$ cat src/rtl/keypad_pkg.sv
// Shared types and constants for the 4x4 keypad scanner: state encoding,
// the key legend and column/row helpers.
package keypad_pkg;

   typedef enum logic [2:0] {
      SCAN,
      DEBOUNCE,
      CONFIRM,
      EMIT,
      HOLD,
      RELEASE
   } keypad_state_t;

   // All lines released (active-low bus with nothing driven low)
   localparam logic [3:0] ROW_IDLE = 4'b1111;

   // Legend indexed [row][col]
   localparam logic [3:0] KEYMAP [4][4] = '{
      '{4'h1, 4'h2, 4'h3, 4'hA},
      '{4'h4, 4'h5, 4'h6, 4'hB},
      '{4'h7, 4'h8, 4'h9, 4'hC},
      '{4'hE, 4'h0, 4'hF, 4'hD}
   };

   // Index of the lowest column that is pulled low
   function automatic logic [1:0] col_index(input logic [3:0] col_n);
      if (!col_n[0])      return 2'd0;
      else if (!col_n[1]) return 2'd1;
      else if (!col_n[2]) return 2'd2;
      else                return 2'd3;
   endfunction

   // Active-low one-hot strobe for a row index
   function automatic logic [3:0] row_strobe(input logic [1:0] row);
      return ~(4'b0001 << row);
   endfunction

endpackage

$ cat src/rtl/sync_2ff.sv
// Two-flop synchroniser for asynchronous inputs; resets to all-ones so an
// idle pulled-up bus reads released.
module sync_2ff #(
   parameter int unsigned W = 4
) (
   input  logic         clk,
   input  logic         reset,
   input  logic [W-1:0] d_i,
   output logic [W-1:0] q_o
);

   logic [W-1:0] meta_q;
   logic [W-1:0] sync_q;

   always_ff @(posedge clk or posedge reset) begin
      if (reset) begin
         meta_q <= '1;
         sync_q <= '1;
      end else begin
         meta_q <= d_i;
         sync_q <= meta_q;
      end
   end

   assign q_o = sync_q;

endmodule

$ cat src/rtl/keypad_scan_ctrl.sv
// 4x4 keypad scanner: rotates the row strobe, debounces press/release and emits
// one registered key code per press. Define KEYPAD_AUTOREPEAT_EN for auto-repeat.
module keypad_scan_ctrl
   import keypad_pkg::*;
#(
   parameter int unsigned SCAN_DIV        = 1000,
   parameter int unsigned DEBOUNCE_CYCLES = 50000,
   parameter int unsigned REPEAT_CYCLES   = 500000
) (
   input  logic       clk,
   input  logic       reset,
   input  logic [3:0] col_n_i,
   output logic [3:0] row_n_o,
   output logic [3:0] key_code_o,
   output logic       key_valid_o,
   output logic       key_held_o
);

   localparam int unsigned DW = $clog2(SCAN_DIV + 1);
   localparam int unsigned BW = $clog2(DEBOUNCE_CYCLES + 1);
   localparam logic [DW-1:0] DWELL_LAST = DW'(SCAN_DIV - 1);
   localparam logic [BW-1:0] DEB_LAST   = BW'(DEBOUNCE_CYCLES - 1);

   if (SCAN_DIV < 4) begin : g_bad_scan_div
      $error("SCAN_DIV must be at least 4");
   end
   if (DEBOUNCE_CYCLES < 1 || REPEAT_CYCLES < 1) begin : g_bad_cycles
      $error("DEBOUNCE_CYCLES and REPEAT_CYCLES must be at least 1");
   end

   logic [3:0]    col_s;
   keypad_state_t state_q, state_d;
   logic [1:0]    row_q, row_d;
   logic [3:0]    row_n_q, row_n_d;
   logic [3:0]    col_lat_q, col_lat_d;
   logic [DW-1:0] dwell_q, dwell_d;
   logic [BW-1:0] deb_q, deb_d;
   logic [3:0]    key_code_q, key_code_d;
   logic          key_valid_q, key_valid_d;
   logic          key_held_q, key_held_d;
   logic          advance;
   logic [1:0]    lat_col;
`ifdef KEYPAD_AUTOREPEAT_EN
   localparam int unsigned RW = $clog2(REPEAT_CYCLES + 1);
   localparam logic [RW-1:0] REP_LAST = RW'(REPEAT_CYCLES - 1);
   logic [RW-1:0] rep_q, rep_d;
`endif

   sync_2ff #(.W(4)) u_sync (
      .clk   (clk),
      .reset (reset),
      .d_i   (col_n_i),
      .q_o   (col_s)
   );

   assign lat_col = col_index(col_lat_q);

   always_ff @(posedge clk or posedge reset) begin
      if (reset) begin
         state_q     <= SCAN;
         row_q       <= 2'd0;
         row_n_q     <= 4'b1110;
         col_lat_q   <= ROW_IDLE;
         dwell_q     <= '0;
         deb_q       <= '0;
         key_code_q  <= 4'h0;
         key_valid_q <= 1'b0;
         key_held_q  <= 1'b0;
`ifdef KEYPAD_AUTOREPEAT_EN
         rep_q       <= '0;
`endif
      end else begin
         state_q     <= state_d;
         row_q       <= row_d;
         row_n_q     <= row_n_d;
         col_lat_q   <= col_lat_d;
         dwell_q     <= dwell_d;
         deb_q       <= deb_d;
         key_code_q  <= key_code_d;
         key_valid_q <= key_valid_d;
         key_held_q  <= key_held_d;
`ifdef KEYPAD_AUTOREPEAT_EN
         rep_q       <= rep_d;
`endif
      end
   end

   always_comb begin
      state_d     = state_q;
      row_d       = row_q;
      col_lat_d   = col_lat_q;
      dwell_d     = dwell_q;
      deb_d       = deb_q;
      key_code_d  = key_code_q;
      key_valid_d = 1'b0;
      key_held_d  = key_held_q;
      advance     = 1'b0;
`ifdef KEYPAD_AUTOREPEAT_EN
      rep_d       = rep_q;
`endif

      unique case (state_q)
         // Columns are only trusted on the last dwell cycle, once the synchroniser has settled
         SCAN: begin
            if (dwell_q >= DWELL_LAST) begin
               if (col_s != ROW_IDLE) begin
                  col_lat_d = col_s;
                  deb_d     = '0;
                  dwell_d   = '0;
                  state_d   = DEBOUNCE;
               end else begin
                  advance = 1'b1;
               end
            end else begin
               dwell_d = dwell_q + DW'(1);
            end
         end
         DEBOUNCE: begin
            if (col_s != col_lat_q) begin
               state_d = SCAN;
               advance = 1'b1;
            end else if (deb_q >= DEB_LAST) begin
               deb_d   = '0;
               state_d = CONFIRM;
            end else begin
               deb_d = deb_q + BW'(1);
            end
         end
         // Reject ghosting / multi-key patterns
         CONFIRM: begin
            if ($countones(~col_s) == 1) begin
               col_lat_d = col_s;
               state_d   = EMIT;
            end else begin
               state_d = SCAN;
               advance = 1'b1;
            end
         end
         EMIT: begin
            key_code_d  = KEYMAP[row_q][lat_col];
            key_valid_d = 1'b1;
            key_held_d  = 1'b1;
            state_d     = HOLD;
`ifdef KEYPAD_AUTOREPEAT_EN
            rep_d       = '0;
`endif
         end
         HOLD: begin
            if (col_s[lat_col]) begin
               deb_d   = '0;
               state_d = RELEASE;
`ifdef KEYPAD_AUTOREPEAT_EN
               rep_d   = '0;
            end else if (rep_q >= REP_LAST) begin
               key_valid_d = 1'b1;
               rep_d       = '0;
            end else begin
               rep_d = rep_q + RW'(1);
`endif
            end
         end
         RELEASE: begin
            if (col_s != ROW_IDLE) begin
               deb_d   = '0;
               state_d = HOLD;
`ifdef KEYPAD_AUTOREPEAT_EN
               rep_d   = '0;
`endif
            end else if (deb_q >= DEB_LAST) begin
               deb_d      = '0;
               key_held_d = 1'b0;
               state_d    = SCAN;
               advance    = 1'b1;
            end else begin
               deb_d = deb_q + BW'(1);
            end
         end
         default: begin
            state_d = SCAN;
         end
      endcase

      if (advance) begin
         row_d   = row_q + 2'd1;
         dwell_d = '0;
      end
      row_n_d = row_strobe(row_d);
   end

   assign row_n_o     = row_n_q;
   assign key_code_o  = key_code_q;
   assign key_valid_o = key_valid_q;
   assign key_held_o  = key_held_q;

endmodule
$ cat config.mk
export PLATFORM = sky130hd
export DESIGN_NAME = keypad_scan_ctrl
export DESIGN_NICKNAME = d
export VERILOG_FILES = /design/src/rtl/keypad_pkg.sv /design/src/rtl/sync_2ff.sv /design/src/rtl/keypad_scan_ctrl.sv
export SDC_FILE = /design/constraint.sdc
export NUM_CORES = 1
export LEC_CHECK = 0
export BUFFER_PORTS_ARGS = -buffer_cell sky130_fd_sc_hd__buf_4
export CAP_MARGIN = 40
export CELL_PAD_IN_SITES_DETAIL_PLACEMENT = 1
export CELL_PAD_IN_SITES_GLOBAL_PLACEMENT = 1
export CORE_UTILIZATION = 50
export CTS_CLUSTER_SIZE = 20
export DETAILED_ROUTE_END_ITERATION = 8
export GPL_ROUTABILITY_DRIVEN = 0
export PLACE_DENSITY_LB_ADDON = 0.25
export REMOVE_ABC_BUFFERS = 1
export SYNTH_ARGS = -nofsm -noshare
export SYNTH_HDL_FRONTEND = slang
export SYNTH_SLANG_ARGS = --single-unit
export TNS_END_PERCENT = 10
$ cat constraint.sdc
create_clock -name clk -period 4.4 [get_ports clk]
set_clock_uncertainty 0.2 [all_clocks]
set_input_delay 0.22 -clock clk [delete_from_list [all_inputs] [get_ports clk]]
set_output_delay 0.22 -clock clk [all_outputs]
set_load 0.1 [all_outputs]
==> results of run 1 <==
## kinds of logic after synthesis
kind of cell / count (synthesis) / synth area share
simple gates: 130 / 0.214
compound gates: 67 / 0.177
flops: 53 / 0.453
buf+inv: 25 / 0.0392
mux: 13 / 0.0468
fa+ha+maj: 12 / 0.0531
xor+xnor: 5 / 0.0173
## cells in the final DEF, fill, tap and decap left out, types with 5 or more instances in the layout
| cell type | n |
|---|---|
| or3_1 | 5 |
| dfrtp_1 | 38 |
| nor2_1 | 26 |
| dlygate4sd3_1 | 5 |
| o21ai_0 | 13 |
| clkbuf_8 | 5 |
| ha_1 | 11 |
| mux2_2 | 6 |
| mux2i_1 | 6 |
| buf_4 | 17 |
| nand2_1 | 42 |
| a21oi_1 | 12 |
| inv_1 | 8 |
| a221o_1 | 5 |
| nand3_1 | 16 |
| and3_1 | 7 |
| nor3_1 | 8 |
| dfstp_2 | 15 |
## sequential cells by signal, indices dropped and copies added (netlist names)
signal	flops
deb_q	16
key_code_o	4
col_lat_q	4
key_held_o	1
u_sync.q_o	4
u_sync.meta_q	4
key_valid_o	1
dwell_q	10
row_q	2
row_n_o	4
state_q	3
## synthesized netlist by cell type (all sizes together) (2+ instances only)
library cell,count,area share
ha,11,0.046
a31oi,2,0.0042
nor4,4,0.0084
clkbuf,9,0.011
nand3,17,0.030
o21ai,15,0.025
nand2,43,0.055
or4,3,0.0076
nand3b,3,0.0076
a21oi,12,0.020
or3,5,0.011
mux2i,6,0.020
nor3,10,0.020
nor2b,3,0.0063
xor2,4,0.014
o211ai,4,0.012
and3,7,0.015
nor3b,2,0.0051
nor2,26,0.033
o22ai,3,0.0063
mux2,7,0.027
buf,6,0.015
a311oi,2,0.0059
dfstp,15,0.13
or2,3,0.0063
a21o,3,0.0076
inv,10,0.013
nand2b,2,0.0042
a221o,5,0.017
o41ai,2,0.015
a2111oi,2,0.0080
a211oi,3,0.0076
o311ai,5,0.020
dfrtp,38,0.32
## layout make-up
cell class | instances | area (sq um) | share of cell area
Clock buffer | 5 | 68.8 | 0.0211
Clock inverter | 3 | 25.0 | 0.00768
Inverter | 10 | 37.5 | 0.0115
Multi-Input combinational cell | 227 | 1520 | 0.465
Sequential cell | 53 | 1350 | 0.413
Tap cell | 72 | 90.1 | 0.0276
Timing Repair Buffer | 22 | 178 | 0.0545
## power breakdown
| group | total [mW] | internal (mW) | switching [mW] |
|---|---|---|---|
| sequential | 0.499 | 0.494 | 0.00456 |
| clock | 0.297 | 0.117 | 0.180 |
| combinational | 0.0335 | 0.0126 | 0.0209 |
| total | 0.829 | 0.623 | 0.206 |
## per-stage QoR
stage | hold slack (ns) | cell area [sq um] | util | instances
floorplan | 0.0245 | 2890 | - | 290
global placement | 0.128 | 3120 | 0.556 | 379
detailed placement | 0.130 | 3120 | 0.556 | 379
CTS | 0.162 | 3260 | 0.581 | 392
global route | 0.165 | 3260 | 0.581 | 392
finish | 0.158 | 3260 | 0.581 | 392
## path summary, 6_finish.rpt
check                                end  slack [ns]  cells past startpoint
setup / recovery              dwell_q[5]        1.27                      9
hold / removal             u_sync.q_o[3]        0.16                      0
setup reg to reg              dwell_q[5]        1.27                      9
hold reg to reg            u_sync.q_o[3]        0.16                      0
max in group asynchronous      deb_q[11]        3.09                      4
min in group asynchronous       row_q[0]        0.44                      4
## layer usage
| layer | up-vias | track usage | routed length [um] |
|---|---|---|---|
| li1 | 1126 | - | - |
| met1 | 1219 | 0.328 | 3260 |
| met2 | 27 | 0.455 | 3700 |
| met3 | 9 | 0.0414 | 126 |
| met4 | 0 | 0.0745 | 108 |
| met5 | - | 0 | 0 |
## what timing repair did
item,4_1_cts,5_1_grt
hold endpoints to repair,42,0
hold buffers,5,0
buffers inserted,0,0
==> run summary, run 1 <==
Crit. Startpoint - u_sync.q_o[1]
Ant. Diodes - 0
worst hold path class - reg -> reg
register area share after synthesis - 0.453
Resized Gates After CTS - 0
GRT overflow - 0
CTS tree - done
Yosys reg bits - 53
drt drc - 0
clock buffer depth - 2
# fillers - 638
maximum clock frequency - 319 MHz
post-layout min period - 3.13 ns
CTS sink cnt - 53
clk root buf - clkbuf_8
Crit path required time - 4.41 ns
Post-synth EDFFs - 0
worst skew pair latency - 0.32 ns
fin nets - 337
# rows - 27
final hold violations - 0
CP dominant cell by count - ha_1
core area - 5610 sq um
crit path kind - reg -> reg
leakage - 1.38 nW
Synth Instances - 305
worst slew pin tran - 0.839 ns
CTS buffer count - 5
Layout area overhead - 9.73%
PwrDens - 254 nW/um^2
CP Cell Sequence - fa_1 > inv_1 > ha_1 > ha_1 > nor3b_1 > or4_1 > o31a_1 > o21ai_1 > a311oi_1
Top delay family on crit path - adder cells
Power, Total - 0.829 mW
pre-CTS setup slack - 1.37 ns
hpwl dp - 4960 um
die area - 6250 sq um
initial antenna violation count - 0
max-capacitance violation count - 0
slew margin rel. - 0.441
top_reg_cell synth - dfrtp_1
worst hold start - u_sync.meta_q[3]
delay of the slowest critical-path stage - 0.60 ns
final wirelength - 7190 um
library cells used by synthesis - 61
via count - 2381
Post-synth ARST share - 1.00
Starting Density - 0.530
CP max stage cell - dfstp_2
Synthesis Warnings - 0
vias in the first global route - 2485
final worst setup slack - 1.27 ns
largest net degree at the start of global routing - 54
CP Capture Type - flop
crit path launch type - flop
wire per inst - 18.4 um
Final Max Slew Viols - 0
htree depth - 2
vias per cell - 6.07
Die Y - 79.1 um
PortBufs - 15
DR pass1 iterations - 4
Iteration-0 DRC Markers - 71
GRT Total Usage - 0.259
Crit Path Max Fanout - 10
layout cell share with drive strength beyond 1 - 0.197
die span in x - 79.1 um
syn avg cell area - 9.74 sq um
Mapped Area - 2970 sq um
CTS clk-pin slew, worst paths - 0.11 ns
IO Count - 16
TNS Setup - 0 ns
unrepaired setup endpoints after global routing - false
CP bufs+invs - 1
first-pass GRT wire length - 12600 um
R2R Path Start - u_sync.q_o[1]
Worst EP arrival - 3.15 ns
period utilization - 0.712
highest ir drop seen on vdd - 147 uV
Antenna Violating Nets Remaining - 0
status - complete, no violations
setup violators final - 0
Note: power is estimated with default switching activity, not from simulation.
==> inputs of run 2 (changes only) <==
- CORE_UTILIZATION: 50 -> 43
- clock period: 4.4 -> 2.5 ns (I/O delays scaled with it)
==> run 2 against run 1 <==
- the run now ends with negative setup slack left
- combinational power increased to 2.7 times the previous value
- highest routed layer unchanged
- utilization decreased by 3.4 points
- register-to-register slack worse by 1.6 ns
- largest cell class unchanged
==> run summary, run 2 (synthesis gave the netlist of run 1 again) <==
GRT overflow - 0
first-pass GRT wire length - 12600 um
status - finished with violations
Crit Path Max Fanout - 5
Crit. Startpoint - u_sync.q_o[3]
leakage - 1.50 nW
PortBufs - 15
worst hold path class - reg -> reg
hpwl dp - 4970 um
PwrDens - 421 nW/um^2
clock buffer depth - 2
maximum clock frequency - 357 MHz
htree depth - 2
final worst setup slack - -0.304 ns
crit path kind - reg -> reg
setup slack, reg-to-reg - -0.30 ns
worst slew pin tran - 0.623 ns
RR Endpoint - row_q[1]
Largest Register - deb_q
CP dominant cell by count - ha_4
Ant. Diodes - 0
number of flip-flops in the largest register - 16
Antenna Violating Nets Remaining - 0
IO Count - 16
crit path launch type - flop
# rows - 29
CP Capture Type - flop
clk root buf - clkbuf_8
CP Cell Sequence - fa_1 > inv_2 > ha_4 > ha_4 > nor3b_4 > or4_4 > o31a_1 > o211ai_4 > mux2_4
final wirelength - 7500 um
Critical Path Sink - row_q[1]
highest ir drop seen on vdd - 258 uV
final hold violations - 0
CTS clk-pin slew, worst paths - 0.11 ns
GRT Total Usage - 0.218
Starting Density - 0.457
Finished Core Util - 0.547
R2R cell count - 9
Die Y - 85.1 um
slew margin rel. - 0.582
worst skew pair latency - 0.32 ns
Final Max Slew Viols - 0
most frequent cells in the layout - nand2_1 (42), dfrtp_1 (38), buf_4 (34), nor2_1 (26), nand3_1 (16)
Crit. path cell count - 9
Clock power frac - 0.354
CP max stage cell - fa_1
Crit path required time - 2.51 ns
commonest non-fill, non-tap cell in the layout - nand2_1
P_int - 1.12 mW
initial antenna violation count - 0
Layout area overhead - 19.5%
vias per cell - 5.89
vias in the first global route - 2527
Gate power share - 0.061
layout cell share with drive strength beyond 1 - 0.274
CTS tree - done
delay of the slowest critical-path stage - 0.54 ns
setup violators final - 20
die area - 7240 sq um
unrepaired setup endpoints after global routing - true
post-layout min period - 2.80 ns
violated checks - negative setup slack
die span in x - 85.1 um
CTS sink cnt - 53
Seq pwr share - 0.584
period utilization - 1.12
CTS buffer count - 5
Top delay family on crit path - adder cells
Worst EP arrival - 2.81 ns
core area - 6490 sq um
largest net degree at the start of global routing - 32
Iteration-0 DRC Markers - 117
sw frac - 0.251
wire per inst - 18.0 um
DR pass1 iterations - 4
R2R Path Start - u_sync.q_o[3]
fin nets - 357
largest registers - deb_q x16, dwell_q x10
pre-CTS setup slack - -0.362 ns
sw power - 0.375 mW
CP bufs+invs - 1
via count - 2456
drt drc - 0
max-capacitance violation count - 0
[run 2: cell types whose count changed in the layout (fill, tap and decap cells not counted), sizes merged]
| cell | change |
|---|---|
| inv | +1 |
| buf | +20 |
| clkinvlp | -1 |
[run 2: timing repair]
| action | CTS | global route |
|---|---|---|
| endpoints found under the setup margin | 27 | 38 |
| buffers inserted | 1 | 0 |
| hold buffers | 5 | 0 |
| resized for setup | 12 | 7 |
| endpoints found under the hold margin | 26 | 0 |
| pin swaps | 1 | 5 |
| gates cloned | 0 | 0 |
[run 2: power by group through the flow]
stage | logic (mW) | registers, mW | clock network, mW
after floorplan | 0.0315 | 0.890 | 0
after global placement | 0.0657 | 0.888 | 0
after detailed placement | 0.0671 | 0.889 | 0
after CTS | 0.0869 | 0.873 | 0.538
after global routing | 0.103 | 0.874 | 0.574
final | 0.0918 | 0.873 | 0.530
[run 2: how the worst min path moves through the flow]
stage                     startpoint  cells past startpoint  slack, ns                to
finish              u_sync.meta_q[1]                      0       0.16     u_sync.q_o[1]
global route        u_sync.meta_q[1]                      0       0.17     u_sync.q_o[1]
floorplan                 col_n_i[0]                      0      -0.07  u_sync.meta_q[0]
CTS                 u_sync.meta_q[3]                      0       0.16     u_sync.q_o[3]
global placement               reset                      2      -0.01     key_code_o[0]
detailed placement             reset                      2      -0.01     key_code_o[0]
[run 2: through the flow]
stage	area (sq um)	setup TNS, ns	power, mW	cells	hold WS, ns
2_1_floorplan	2890	-14.58	0.922	290	-0.0705
3_3_place_gp	3290	-4.20	0.954	403	-0.0126
3_5_place_dp	3290	-5.38	0.956	403	-0.0138
4_1_cts	3510	-4.32	1.50	417	0.158
5_1_grt	3550	-6.47	1.55	417	0.167
6_report	3550	-3.82	1.49	417	0.162
[run 2: layer usage]
| metal | share of wire | wire length (um) | track usage |
|---|---|---|---|
| met2 | 0.49 | 3700 | 0.365 |
| met3 | 0.021 | 158 | 0.0272 |
| met5 | 0 | 0 | 0 |
| met1 | 0.47 | 3490 | 0.294 |
| met4 | 0.021 | 157 | 0.0724 |
[run 2: layout make-up]
class / count / area (sq um)
clock inverters: 3 / 23.8
multi-input cells: 227 / 1620
inverters: 10 / 37.5
fillers: 734 / 2940
repair buffers: 42 / 357
well taps: 77 / 96.3
flip-flops and latches: 53 / 1350
clock buffers: 5 / 68.8
==> inputs of run 3 (changes only) <==
==> constraint.sdc (replaced) <==
create_clock -name clk -period 2.5 [get_ports clk]
set_clock_uncertainty 0.2 [all_clocks]
set_input_delay 0.5 -clock clk [delete_from_list [all_inputs] [get_ports clk]]
set_output_delay 0.5 -clock clk [all_outputs]
set_load 0.1 [all_outputs]
==> run 3 against run 2 <==
- the flow finishes with violations (negative hold slack, negative setup slack)
- utilization fell by 0.17 points
- setup slack gained 0.0042 ns
- clock-buffer cell count increased by 1
- die area stayed put
- final area shrank 0.32%
- largest power group unchanged
- highest routed layer unchanged
==> run summary, run 3 (synthesis gave the netlist of run 1 again) <==
# fillers - 739
highest ir drop seen on vdd - 221 uV
DR pass1 iterations - 4
first-pass GRT wire length - 12600 um
CP bufs+invs - 3
crit path launch type - flop
status - finished with violations
delay of the slowest critical-path stage - 0.54 ns
CTS tree - done
via count - 2403
worst skew pair latency - 0.33 ns
R2R Path Start - u_sync.q_o[0]
vias in the first global route - 2614
final wirelength - 7310 um
clock buffer depth - 2
met2 global-route usage - 0.370
Layout area overhead - 19.2%
area of the multi-input gates - 1630 sq um
worst slew pin tran - 0.628 ns
CP max stage cell - fa_1
final hold violations - 1
wire per inst - 17.6 um
max-capacitance violation count - 0
CP Cell Sequence - fa_1 > inv_2 > ha_4 > ha_4 > nor3b_4 > or4_4 > o31a_1 > buf_4 > o21ai_4 > buf_6 > nor2_1
htree depth - 2
# rows - 29
Die Y - 85.1 um
PwrDens - 416 nW/um^2
fin nets - 356
setup slack, reg-to-reg - -0.30 ns
IO Count - 16
most frequent cells in the layout - nand2_1 (42), dfrtp_1 (38), buf_4 (36), nor2_1 (25), nand3_1 (16)
final worst setup slack - -0.300 ns
unrepaired setup endpoints after global routing - true
largest registers - deb_q x16, dwell_q x10
PortBufs - 15
post-layout min period - 2.80 ns
GR peak layer - met2
CP dominant cell by count - ha_4
period utilization - 1.12
CTS sink cnt - 53
die span in x - 85.1 um
CTS buffer count - 5
Worst EP arrival - 2.81 ns
Antenna Violating Nets Remaining - 0
slew margin rel. - 0.579
commonest non-fill, non-tap cell in the layout - nand2_1
TNS Setup - -5.29 ns
drt drc - 0
largest net degree at the start of global routing - 31
die area - 7240 sq um
met3 global-route usage - 0.0302
Post-CTS Hold Fix Bufs - 0
number of flip-flops in the largest register - 16
Ant. Diodes - 0
Min Hold Slack - -0.00255 ns
Iteration-0 DRC Markers - 118
core area - 6490 sq um
Crit path required time - 2.51 ns
Largest Register - deb_q
GRT overflow - 0
CTS clk-pin slew, worst paths - 0.11 ns
CP Capture Type - flop
violated checks - negative hold slack, negative setup slack
Top delay family on crit path - adder cells
RR Endpoint - dwell_q[8]
register area - 1350 sq um
Starting Density - 0.457
clk root buf - clkbuf_8
layout cell share with drive strength beyond 1 - 0.283
hpwl dp - 5110 um
GRT Total Usage - 0.221
maximum clock frequency - 357 MHz
vias per cell - 5.78
GR Util met1 - 0.289
initial antenna violation count - 0
setup violators final - 21
worst hold path class - in -> async
crit path kind - reg -> reg
Crit Path Max Fanout - 5
R2R cell count - 11
Final Max Slew Viols - 0
leakage - 1.50 nW
==> run 3: final cells by class <==
class                   count  area share
multi-input cells         227       0.461
flip-flops and latches     53       0.380
inverters                  10      0.0106
clock buffers               6      0.0205
well taps                  77      0.0272
clock inverters             2     0.00353
repair buffers             41      0.0972
==> run 3: worst max-delay path by stage <==
| stage | startpoint | to | cells past startpoint |
|---|---|---|---|
| after floorplan | u_sync.q_o[0] | deb_q[13] | 6 |
| after global placement | u_sync.q_o[0] | row_q[1] | 9 |
| after detailed placement | u_sync.q_o[0] | row_q[1] | 9 |
| after CTS | u_sync.q_o[0] | row_n_o[2] | 9 |
| after global routing | u_sync.q_o[0] | dwell_q[8] | 11 |
| final | u_sync.q_o[0] | dwell_q[8] | 11 |
==> run 3: layer usage <==
metal,wire [um],part of all wire
met5,0,0
met4,125,0.017
met3,131,0.018
met2,3670,0.50
met1,3390,0.46
==> run 3: report_power, final <==
| part | switching [mW] | internal, mW | total (mW) |
|---|---|---|---|
| combinational | 0.0478 | 0.0437 | 0.0915 |
| sequential | 0.00359 | 0.869 | 0.873 |
| clock | 0.308 | 0.200 | 0.508 |
==> run 3: repair_timing <==
item / in CTS / in global routing
cloned: 0 / 0
endpoints found under the setup margin: 27 / 38
pin swaps: 3 / 4
buffers inserted: 2 / 2
resized for setup: 17 / 6
==> run 3: per-stage QoR <==
stage	area, sq um	util	setup slack [ns]	total power, mW	instances
global route	3540	0.545	-0.373	1.53	416
detailed placement	3300	0.508	-0.356	0.957	404
floorplan	2890	-	-0.769	0.922	290
global placement	3300	0.508	-0.294	0.954	404
finish	3540	0.545	-0.300	1.47	416
CTS	3490	0.537	-0.298	1.49	414
